$ cat src/rtl/fpga_cfg_pkg.sv
// rtl/fpga_cfg_pkg.sv - shared states, CRC constants and default chain lengths for the config loader
package fpga_cfg_pkg;

  // FSM encoding shared by the loader and anything that decodes its state.
  typedef logic [2:0] cfg_state_t;

  localparam cfg_state_t ST_IDLE      = 3'd0;
  localparam cfg_state_t ST_LOAD_CLB  = 3'd1;
  localparam cfg_state_t ST_LOAD_CONN = 3'd2;
  localparam cfg_state_t ST_CHECK     = 3'd3;
  localparam cfg_state_t ST_DONE      = 3'd4;

  // CRC-16-CCITT, processed MSB first.
  localparam logic [15:0] CRC16_POLY = 16'h1021;
  localparam logic [15:0] CRC16_INIT = 16'hFFFF;

  // Default scan chain lengths in bits.
  localparam int CLB_BITS_DEFAULT  = 4096;
  localparam int CONN_BITS_DEFAULT = 8192;

endpackage

$ cat src/rtl/fpga_cfg_crc16.sv
// rtl/fpga_cfg_crc16.sv - bit-serial CRC-16-CCITT accumulator, built only with FPGA_CFG_CRC_EN
`ifdef FPGA_CFG_CRC_EN
module fpga_cfg_crc16
  import fpga_cfg_pkg::*;
(
  input  logic        clk,
  input  logic        rst_n,
  input  logic        clear,
  input  logic        en,
  input  logic        bit_in,
  output logic [15:0] crc
);

  logic [15:0] crc_q;
  logic [15:0] crc_d;

  // One shift of the CCITT LFSR per enabled bit; clear reseeds for a new load.
  always_comb begin
    crc_d = crc_q;
    if (clear) begin
      crc_d = CRC16_INIT;
    end else if (en) begin
      crc_d = {crc_q[14:0], 1'b0} ^ ({16{crc_q[15] ^ bit_in}} & CRC16_POLY);
    end
  end

  // Accumulator register.
  always_ff @(posedge clk or negedge rst_n) begin
    if (!rst_n) begin
      crc_q <= CRC16_INIT;
    end else begin
      crc_q <= crc_d;
    end
  end

  assign crc = crc_q;

endmodule
`endif

$ cat src/rtl/fpga_config_loader.sv
// rtl/fpga_config_loader.sv - byte stream to CLB/connection scan chain loader; optional CRC check via FPGA_CFG_CRC_EN
module fpga_config_loader
  import fpga_cfg_pkg::*;
#(
  // Each length must lie in 1..65535 (16-bit bit counter).
  parameter int CLB_BITS  = CLB_BITS_DEFAULT,
  parameter int CONN_BITS = CONN_BITS_DEFAULT
) (
  input  logic       scan_clk,
  input  logic       rst_n,
  input  logic       start,
  input  logic [7:0] cfg_data,
  input  logic       cfg_valid,
  output logic       cfg_ready,
  output logic       clb_scan_in,
  output logic       clb_scan_en,
  output logic       conn_scan_in,
  output logic       conn_scan_en,
  output logic       busy,
  output logic       done,
  output logic       crc_err
);

  localparam logic [15:0] CLB_LEN  = 16'(CLB_BITS);
  localparam logic [15:0] CONN_LEN = 16'(CONN_BITS);

  cfg_state_t  state_q, state_d;
  logic [7:0]  sr_q, sr_d;              // byte being serialised, next bit in [7]
  logic [3:0]  sr_cnt_q, sr_cnt_d;      // bits still to present from sr_q
  logic [15:0] bits_left_q, bits_left_d; // bits still to shift in the current section
  logic        clb_in_q, clb_in_d;
  logic        clb_en_q, clb_en_d;
  logic        conn_in_q, conn_in_d;
  logic        conn_en_q, conn_en_d;
  logic        busy_q, busy_d;
  logic        done_q, done_d;

  logic        in_load;
  logic        need_byte;
  logic        accept;
  logic        start_load;
  logic        pres;
  logic        pres_bit;

`ifdef FPGA_CFG_CRC_EN
  logic [7:0]  crc_hi_q, crc_hi_d;
  logic        crc_hi_seen_q, crc_hi_seen_d;
  logic        crc_err_q, crc_err_d;
  logic [15:0] crc_val;
`endif

  // Byte handshake: a new byte is taken only when the shift register drains this
  // cycle and the section still needs bits beyond those already buffered.
  always_comb begin
    in_load   = (state_q == ST_LOAD_CLB) || (state_q == ST_LOAD_CONN);
    need_byte = bits_left_q > {12'd0, sr_cnt_q};
    cfg_ready = in_load && (sr_cnt_q <= 4'd1) && need_byte;
`ifdef FPGA_CFG_CRC_EN
    if (state_q == ST_CHECK) begin
      cfg_ready = 1'b1;
    end
`endif
  end

  assign accept     = cfg_valid && cfg_ready;
  assign start_load = start && ((state_q == ST_IDLE) || (state_q == ST_DONE));

  // Serialiser: choose the bit presented this cycle and refill the shift register.
  always_comb begin
    pres     = 1'b0;
    pres_bit = 1'b0;
    sr_d     = sr_q;
    sr_cnt_d = sr_cnt_q;
    if (in_load) begin
      if (sr_cnt_q != 4'd0) begin
        pres     = 1'b1;
        pres_bit = sr_q[7];
        if (accept) begin
          sr_d     = cfg_data;
          sr_cnt_d = 4'd8;
        end else begin
          sr_d     = {sr_q[6:0], 1'b0};
          sr_cnt_d = sr_cnt_q - 4'd1;
        end
      end else if (accept) begin
        pres     = 1'b1;
        pres_bit = cfg_data[7];
        sr_d     = {cfg_data[6:0], 1'b0};
        sr_cnt_d = 4'd7;
      end
      // Last bit of a section: whatever is left of the byte is padding.
      if (pres && (bits_left_q == 16'd1)) begin
        sr_cnt_d = 4'd0;
      end
    end
    if (start_load) begin
      sr_cnt_d = 4'd0;
    end
  end

  // Sequencer: route presented bits to the active chain and walk the sections.
  always_comb begin
    state_d     = state_q;
    bits_left_d = bits_left_q;
    busy_d      = busy_q;
    done_d      = done_q;
    clb_in_d    = clb_in_q;
    clb_en_d    = 1'b0;
    conn_in_d   = conn_in_q;
    conn_en_d   = 1'b0;
`ifdef FPGA_CFG_CRC_EN
    crc_hi_d      = crc_hi_q;
    crc_hi_seen_d = crc_hi_seen_q;
    crc_err_d     = crc_err_q;
`endif
    case (state_q)
      ST_IDLE, ST_DONE: begin
        if (start) begin
          state_d     = ST_LOAD_CLB;
          bits_left_d = CLB_LEN;
          busy_d      = 1'b1;
          done_d      = 1'b0;
`ifdef FPGA_CFG_CRC_EN
          crc_err_d   = 1'b0;
`endif
        end
      end
      ST_LOAD_CLB: begin
        if (pres) begin
          clb_en_d    = 1'b1;
          clb_in_d    = pres_bit;
          bits_left_d = bits_left_q - 16'd1;
          if (bits_left_q == 16'd1) begin
            state_d     = ST_LOAD_CONN;
            bits_left_d = CONN_LEN;
          end
        end
      end
      ST_LOAD_CONN: begin
        if (pres) begin
          conn_en_d   = 1'b1;
          conn_in_d   = pres_bit;
          bits_left_d = bits_left_q - 16'd1;
          if (bits_left_q == 16'd1) begin
`ifdef FPGA_CFG_CRC_EN
            state_d       = ST_CHECK;
            crc_hi_seen_d = 1'b0;
`else
            state_d = ST_DONE;
            busy_d  = 1'b0;
            done_d  = 1'b1;
`endif
          end
        end
      end
      ST_CHECK: begin
`ifdef FPGA_CFG_CRC_EN
        // Trailing CRC arrives high byte first; compare on the low byte.
        if (accept) begin
          if (!crc_hi_seen_q) begin
            crc_hi_d      = cfg_data;
            crc_hi_seen_d = 1'b1;
          end else begin
            state_d   = ST_DONE;
            busy_d    = 1'b0;
            done_d    = 1'b1;
            crc_err_d = (crc_val != {crc_hi_q, cfg_data});
          end
        end
`else
        state_d = ST_DONE;
        busy_d  = 1'b0;
        done_d  = 1'b1;
`endif
      end
      default: begin
        state_d = ST_IDLE;
        busy_d  = 1'b0;
      end
    endcase
  end

  // State and registered chain outputs; reset kills any load in flight.
  always_ff @(posedge scan_clk or negedge rst_n) begin
    if (!rst_n) begin
      state_q     <= ST_IDLE;
      sr_q        <= 8'd0;
      sr_cnt_q    <= 4'd0;
      bits_left_q <= 16'd0;
      clb_in_q    <= 1'b0;
      clb_en_q    <= 1'b0;
      conn_in_q   <= 1'b0;
      conn_en_q   <= 1'b0;
      busy_q      <= 1'b0;
      done_q      <= 1'b0;
    end else begin
      state_q     <= state_d;
      sr_q        <= sr_d;
      sr_cnt_q    <= sr_cnt_d;
      bits_left_q <= bits_left_d;
      clb_in_q    <= clb_in_d;
      clb_en_q    <= clb_en_d;
      conn_in_q   <= conn_in_d;
      conn_en_q   <= conn_en_d;
      busy_q      <= busy_d;
      done_q      <= done_d;
    end
  end

`ifdef FPGA_CFG_CRC_EN
  // CRC trailer capture and sticky mismatch flag.
  always_ff @(posedge scan_clk or negedge rst_n) begin
    if (!rst_n) begin
      crc_hi_q      <= 8'd0;
      crc_hi_seen_q <= 1'b0;
      crc_err_q     <= 1'b0;
    end else begin
      crc_hi_q      <= crc_hi_d;
      crc_hi_seen_q <= crc_hi_seen_d;
      crc_err_q     <= crc_err_d;
    end
  end

  fpga_cfg_crc16 u_crc16 (
    .clk    (scan_clk),
    .rst_n  (rst_n),
    .clear  (start_load),
    .en     (pres),
    .bit_in (pres_bit),
    .crc    (crc_val)
  );

  assign crc_err = crc_err_q;
`else
  assign crc_err = 1'b0;
`endif

  assign clb_scan_in  = clb_in_q;
  assign clb_scan_en  = clb_en_q;
  assign conn_scan_in = conn_in_q;
  assign conn_scan_en = conn_en_q;
  assign busy         = busy_q;
  assign done         = done_q;

endmodule

$ cat config.mk
export PLATFORM = sky130hd
export DESIGN_NAME = fpga_config_loader
export DESIGN_NICKNAME = d
export VERILOG_FILES = /design/src/rtl/fpga_cfg_pkg.sv /design/src/rtl/fpga_cfg_crc16.sv /design/src/rtl/fpga_config_loader.sv
export SDC_FILE = /design/constraint.sdc
export NUM_CORES = 1
export LEC_CHECK = 0
export ABC_AREA = 1
export BUFFER_PORTS_ARGS = -buffer_cell sky130_fd_sc_hd__buf_2
export CAP_MARGIN = 0
export CORE_MARGIN = 2
export CORE_UTILIZATION = 63
export DETAILED_ROUTE_END_ITERATION = 10
export GPL_TIMING_DRIVEN = 0
export PLACE_DENSITY = 0.83
export SYNTH_ARGS = -nofsm -noshare
export SYNTH_HDL_FRONTEND = slang
export SYNTH_SLANG_ARGS = --single-unit
$ cat constraint.sdc
create_clock -name scan_clk -period 2.7 [get_ports scan_clk]
set_input_delay 0.135 -clock scan_clk [delete_from_list [all_inputs] [get_ports scan_clk]]
set_output_delay 0.135 -clock scan_clk [all_outputs]
set_load 0.03 [all_outputs]
==> results of run 1 <==
worst min-delay path by stage:
stage / endpoint / slack, ns / cells past startpoint
after floorplan: bits_left_q[0] / -0.16 / 0
after global placement: bits_left_q[4] / 0.27 / 1
after detailed placement: bits_left_q[4] / 0.27 / 1
after CTS: sr_q[0] / 0.12 / 3
after global routing: sr_q[0] / 0.12 / 3
final: sr_q[0] / 0.13 / 3
worst max-delay path, delay by kind of cell (launching register included):
kind | cells | cell delay [ns]
AOI/OAI and AO/OA | 3 | 0.71
adders and majority gates | 1 | 0.20
buffers and inverters | 2 | 0.41
DFF | 1 | 0.43
metrics by stage:
| step | util (%) | worst slack, ns | std cells | instance area [sq um] |
|---|---|---|---|---|
| detailed placement | 67.98 | 0.6635 | 429 | 2680 |
| global route | 71.28 | 0.4246 | 438 | 2810 |
| finish | 71.28 | 0.5311 | 438 | 2810 |
| global placement | 67.98 | 0.7299 | 429 | 2680 |
| CTS | 71.28 | 0.5623 | 438 | 2810 |
| floorplan | - | 0.7167 | 362 | 2532 |
kinds of logic after synthesis:
logic type	Yosys count	share of synthesized area, %
AND/OR/NAND/NOR	228	40.32
buffers and inverters	44	7.609
flip-flops	37	36.56
AO/OA/AOI/OAI	32	7.115
XOR/XNOR	11	3.805
adder cells (fa/ha/maj)	9	4.447
other	1	0.1481
report_power, final:
group	total, mW	internal [mW]	switching (mW)
Sequential	0.988	0.790	0.198
Combinational	2.54	0.874	1.66
Clock	0.507	0.300	0.207
placed cells by master (no fill, tap or decap), types with 8 or more instances in the layout:
master,count
buf_2,21
dfrtp_1,37
ha_1,9
inv_1,28
nand2_1,124
nand3_1,41
nand4_1,10
nor2_1,35
o21ai_0,18
xor2_1,8
metal layers:
metal | GRT usage [%] | up-vias | routed length, microns
li1 | - | 1214 | -
met1 | 31.06 | 1122 | 2480
met2 | 53.22 | 64 | 2937
met3 | 5.833 | 8 | 258
met4 | 13.27 | 0 | 75
met5 | 0 | - | 0
cell type report:
cell class | count | area (sq um)
Timing Repair Buffer | 18 | 95.09
Tap cell | 50 | 62.56
Buffer | 12 | 72.57
Clock inverter | 2 | 37.54
Sequential cell | 37 | 925.9
Multi-Input combinational cell | 281 | 1414
Inverter | 32 | 120.1
Clock buffer | 6 | 82.58
Fill cell | 327 | 1132
sequential cells by signal (all words and copies together) (netlist names):
register      cells
sr_q              8
bits_left_q      16
clb_scan_in       1
sr_cnt_q          4
busy              1
clb_scan_en       1
conn_scan_in      1
done              1
conn_scan_en      1
state_q           3
timing repair:
item | 4_1_cts | 5_1_grt
hold buffers | 1 | 0
hold endpoints to repair | 37 | 0
buffers inserted | 0 | 0
==> reports/metrics.csv, run 1 <==
metric,value,unit
cts-buffers-inserted,5,
fmax,0.4611,GHz
drt_first_iter_violations,148,
overflow,0,
regToRegSetupSlack,0.64,ns
die_y,67.40,microns
gp_congestion,0.9115,
insertion_delay,0.30,ns
hp-start,cfg_data[0],
grtUsageTotal,28.70,%
start_util,64.23,%
hold_class,in -> reg,
num_io_pins,20,
ys_seq_area_share,36.56,%
crit_path_start_kind,register,
rows,23,
hold_slack,0.1260,ns
reg2reg_to,bits_left_q[15],
final_max_slew_viol_count,0,
synthTopCellsByCount,"nand2_1 (124), nand3_1 (41), dfrtp_1 (37)",
dieWidth,67.40,microns
max-slew-margin-rel,45.46,%
slowest_stage,dfrtp_1,
ys_ff_latch,37,
avgSynthCellArea,6.996,sq um
ys.warnings.count,0,
antenna_cells,0,
setup_tns,0,ns
synth_top_area_cell,dfrtp_1,
path_max_fanout,6,
finalClockSkew,0.009440,ns
setup_viol,0,
worstPathRequired,2.57,ns
yosysTopAreaCellShare,36.56,%
hpwl,4.229,mm
min_period,2.169,ns
syn_inst,362,
cts_resized,0,
cp_data_arrival_time,2.03,ns
crit_type,reg -> out,
drive_gt1_share,13.66,%
grt_max_degree,38,
fin_nets,408,
max-cap-violations,0,
port_buffers,17,
rsz0062_at_grt,no,
status,"complete, no violations",
path_clk_slew,0.07,ns
vias,2408,
ant_nets,0,
synth_edf_count,0,
wire_per_inst,13.13,microns
htreeDepth,2,
setup.worst_path.end,cfg_ready,
finalCritPeriodShare,80.33,%
drt-pass1-iter-count,6,
async_flop_share,100.0,%
grt_pass1_vias,2438,
synth_cell_types,34,
leakagePower,1.534,nW
cp_cell_sequence,"inv_1, ha_1, o21ai_1, a21oi_4, a21boi_1, buf_2",
synth_flop_cell,dfrtp_1,
cts_tree,done,
grt_pass1_wl,9.853,mm
drc_errors,0,
crit_path_start,sr_cnt_q[0],
r2r_cells,14,
hold_viol,0,
wl,5.752,mm
clock_path_buffers,2,
syn_nets,383,
ir_drop,0.6267,mV
tightest_slew,0.8181,ns
syn_to_final_growth,10.97,%
antenna_found_initial,0,
p_total,4.033,mW
core_region_area,3943,sq um
root_buffer,clkbuf_8,
power_density,1435,nW/um^2
r2r-start,sr_cnt_q[3],
clock-sinks,37,
post-synth-top-count-cell,nand2_1,
max_stage_delay,0.43,ns
dieArea,4543,sq um
viasPerCell,5.498,
syn-cell-area,2532,sq um
crit_path_end_kind,output pin,
synthTopCellsByArea,"dfrtp_1 (37%), nand2_1 (18%), nand3_1 (8.1%)",
Power figures use the tool's default switching activity.
==> run 2: changes to the inputs <==
ABC_AREA = 0   (was 1)
CORE_UTILIZATION = 53   (was 63)
PLACE_DENSITY = 0.75   (was 0.83)
clock period = 1.9 ns   (was 2.7 ns; I/O delays follow)
==> reports/metrics.csv, run 2 <==
metric,value,unit,change
cp_data_arrival_time,2.50,ns,was 2.03 ns
violations,setup timing,,
seq_area,934.6,sq um,was 925.9 sq um
drc_errors,0,,unchanged
path_clk_slew,0.08,ns,was 0.07 ns
gp_congestion,0.8689,,was 0.9115
clock-sinks,37,,unchanged
synth_cell_types,50,,was 34
ys_ff_latch,37,,unchanged
crit_path_start_kind,register,,unchanged
largest_reg_flops,16,,unchanged
dieWidth,68.55,microns,was 67.40 microns
htreeDepth,2,,unchanged
post-synth-top-count-cell,nand2_1,,unchanged
tightest_slew,0.8662,ns,was 0.8181 ns
viasPerCell,7.188,,was 5.498
ys_seq_area_share,41.93,%,was 36.56%
fmax,0.4424,GHz,
ys.warnings.count,0,,unchanged
crit_path_end_kind,register,,was output pin
finalClockSkew,0.008626,ns,was 0.009440 ns
overflow,0,,unchanged
worstPathRequired,2.14,ns,was 2.57 ns
antenna_found_initial,0,,unchanged
antenna_cells,0,,unchanged
dieArea,4699,sq um,was 4543 sq um
syn_inst,247,,was 362
max-cap-violations,0,,unchanged
synth_edf_count,0,,unchanged
layout_common_cells,"nand2_1 (38), buf_4 (32), dfrtp_1 (30)",,"was nand2_1 (124), nand3_1 (41), dfrtp_1 (37)"
dp_cells,315,,was 429
min_period,2.260,ns,
rows,23,,unchanged
drive_gt1_share,49.37,%,was 13.66%
hold_class,in -> reg,,unchanged
cts-buffers-inserted,5,,unchanged
avgSynthCellArea,8.941,sq um,was 6.996 sq um
wl,9.350,mm,was 5.752 mm
leakagePower,1.500,nW,was 1.534 nW
hpwl,3.954,mm,was 4.229 mm
status,"finished, violations left",,"was complete, no violations"
wire_per_inst,25.41,microns,was 13.13 microns
yosysTopAreaCellShare,41.93,%,was 36.56%
finalCritPeriodShare,119.0,%,
final_max_slew_viol_count,0,,unchanged
die_y,68.55,microns,was 67.40 microns
ant_nets,0,,unchanged
hold_viol,0,,unchanged
timing.final.ws_setup,-0.3604,ns,was 0.5311 ns
finish.utilization,86.71,%,was 71.28%
placed_cell_area,2515,sq um,was 2680 sq um
start_util,55.21,%,was 64.23%
fin_nets,339,,was 408
largest-register,bits_left_q,,unchanged
drt_first_iter_violations,424,,was 148
rsz0062_at_grt,yes,,was no
synth_flop_cell,dfrtp_1,,unchanged
grtUsageTotal,34.01,%,was 28.70%
syn-cell-area,2208,sq um,was 2532 sq um
num_io_pins,20,,unchanged
synth_top_area_cell,dfrtp_1,,unchanged
largestRegisters,"bits_left_q x16, sr_q x8, sr_cnt_q x4",,unchanged
async_flop_share,100.0,%,unchanged
pre_cts_slack,-0.5744,ns,was 0.6635 ns
insertion_delay,0.30,ns,about the same
synthTopCellsByCount,"nand2_1 (39), dfrtp_1 (37), nor2_1 (17)",,"was nand2_1 (124), nand3_1 (41), dfrtp_1 (37)"
core_region_area,4000,sq um,was 3943 sq um
grt_max_degree,38,,unchanged
drt-pass1-iter-count,6,,unchanged
grt_pass1_wl,11.58,mm,was 9.853 mm
final.fill_count,178,,was 327
synthTopCellsByArea,"dfrtp_1 (42%), nand2_1 (6.6%), ha_1 (5.1%)",,"was dfrtp_1 (37%), nand2_1 (18%), nand3_1 (8.1%)"
path_max_fanout,2,,was 6
root_buffer,clkbuf_8,,unchanged
port_buffers,18,,was 17
syn_to_final_growth,57.05,%,was 10.97%
ir_drop,1.225,mV,was 0.6267 mV
power_density,2021,nW/um^2,was 1435 nW/um^2
final_common_cell,nand2_1,,unchanged
setup_viol,38,,was 0
vias,2645,,"was 2,408"
max-slew-margin-rel,42.25,%,was 45.46%
clock_path_buffers,2,,unchanged
grt_pass1_vias,2310,,"was 2,438"
syn_nets,268,,was 383
cts_tree,done,,unchanged
fin_cells,368,,was 438
crit_type,reg -> reg,,was reg -> out
stdcell_area,3468,sq um,was 2810 sq um
multiInputGateArea,1717,sq um,was 1414 sq um
==> run 2: changes by cell type after synthesis, moves of 8 or more <==
cell,delta
inv_1,-18
xor2_1,-8
nand2_1,-85
nor2_1,-18
nand3_1,-36
a22o_1,+10
nand4_1,-8
nor3_1,+10
==> run 2: area by class of cell <==
class / count / share of cell area, %
sequential: 37 / 26.95
buffer: 10 / 3.607
tap: 50 / 1.804
inverter: 10 / 1.227
timing repair buffer: 63 / 14.43
multi-input combinational: 191 / 49.50
clock buffer: 7 / 2.489
==> run 2: power by group <==
part           total (mW)  switching [mW]  internal, mW
registers            1.50           0.383          1.12
clock network       0.583           0.295         0.288
logic                4.93            2.77          2.16
==> run 2: kinds of logic (layout without fill, tap and decap cells) <==
family          count (synthesis)  after routing  synth area share [%]
simple gates                   98             98                 22.27
compound gates                 81             82                 26.46
flops                          37             37                 41.93
xor+xnor                        1              1                0.3967
buf+inv                        20             90                 3.683
other cells                     1              1                0.1698
fa+ha+maj                       9              9                 5.099
==> run 2: through the flow <==
stage / setup TNS [ns] / total power, mW / hold WS [ns]
after CTS: -7.468 / 5.748 / 0.07767
after global routing: -12.36 / 7.324 / 0.1180
final: -10.15 / 7.008 / 0.1188
after detailed placement: -12.95 / 4.294 / 0.2412
after floorplan: -3.059 / 3.611 / -0.2006
after global placement: -12.31 / 4.226 / 0.2332
==> run 2: worst paths after layout <==
kind / depth (start not counted) / from / to / slack (ns)
worst max-delay path: 6 / bits_left_q[7] / done / -0.36
worst min-delay path: 3 / cfg_data[4] / sr_q[4] / 0.12
worst max register to register: 6 / bits_left_q[7] / done / -0.36
worst min register to register: 1 / sr_q[0] / sr_q[0] / 0.53
max in group asynchronous: 2 / rst_n / bits_left_q[2] / 0.85
min in group asynchronous: 2 / rst_n / sr_q[4] / 0.46
==> run 2: metal layers <==
layer | track usage (%) | part of all wire (%) | wire length, microns
met3 | 6.331 | 7.8 | 727
met2 | 57.93 | 48 | 4476
met1 | 40.41 | 37 | 3443
met5 | 0 | 0 | 0
met4 | 18.25 | 7.5 | 703
==> run 2: repair_timing <==
action / in CTS / in global routing
endpoints found under the hold margin: 37 / 0
buffers inserted: 26 / 14
hold buffers: 1 / 0
resized for setup: 51 / 59
pin swaps: 22 / 19
gates cloned: 4 / 1
endpoints found under the setup margin: 38 / 38
==> run 2: critical path: stages (launching register included) <==
cell,delay (ns)
dfrtp_1,0.39
or4_4,0.58
nor4b_4,0.29
nand3_2,0.17
a311o_2,0.36
a211o_1,0.30
a21boi_2,0.12
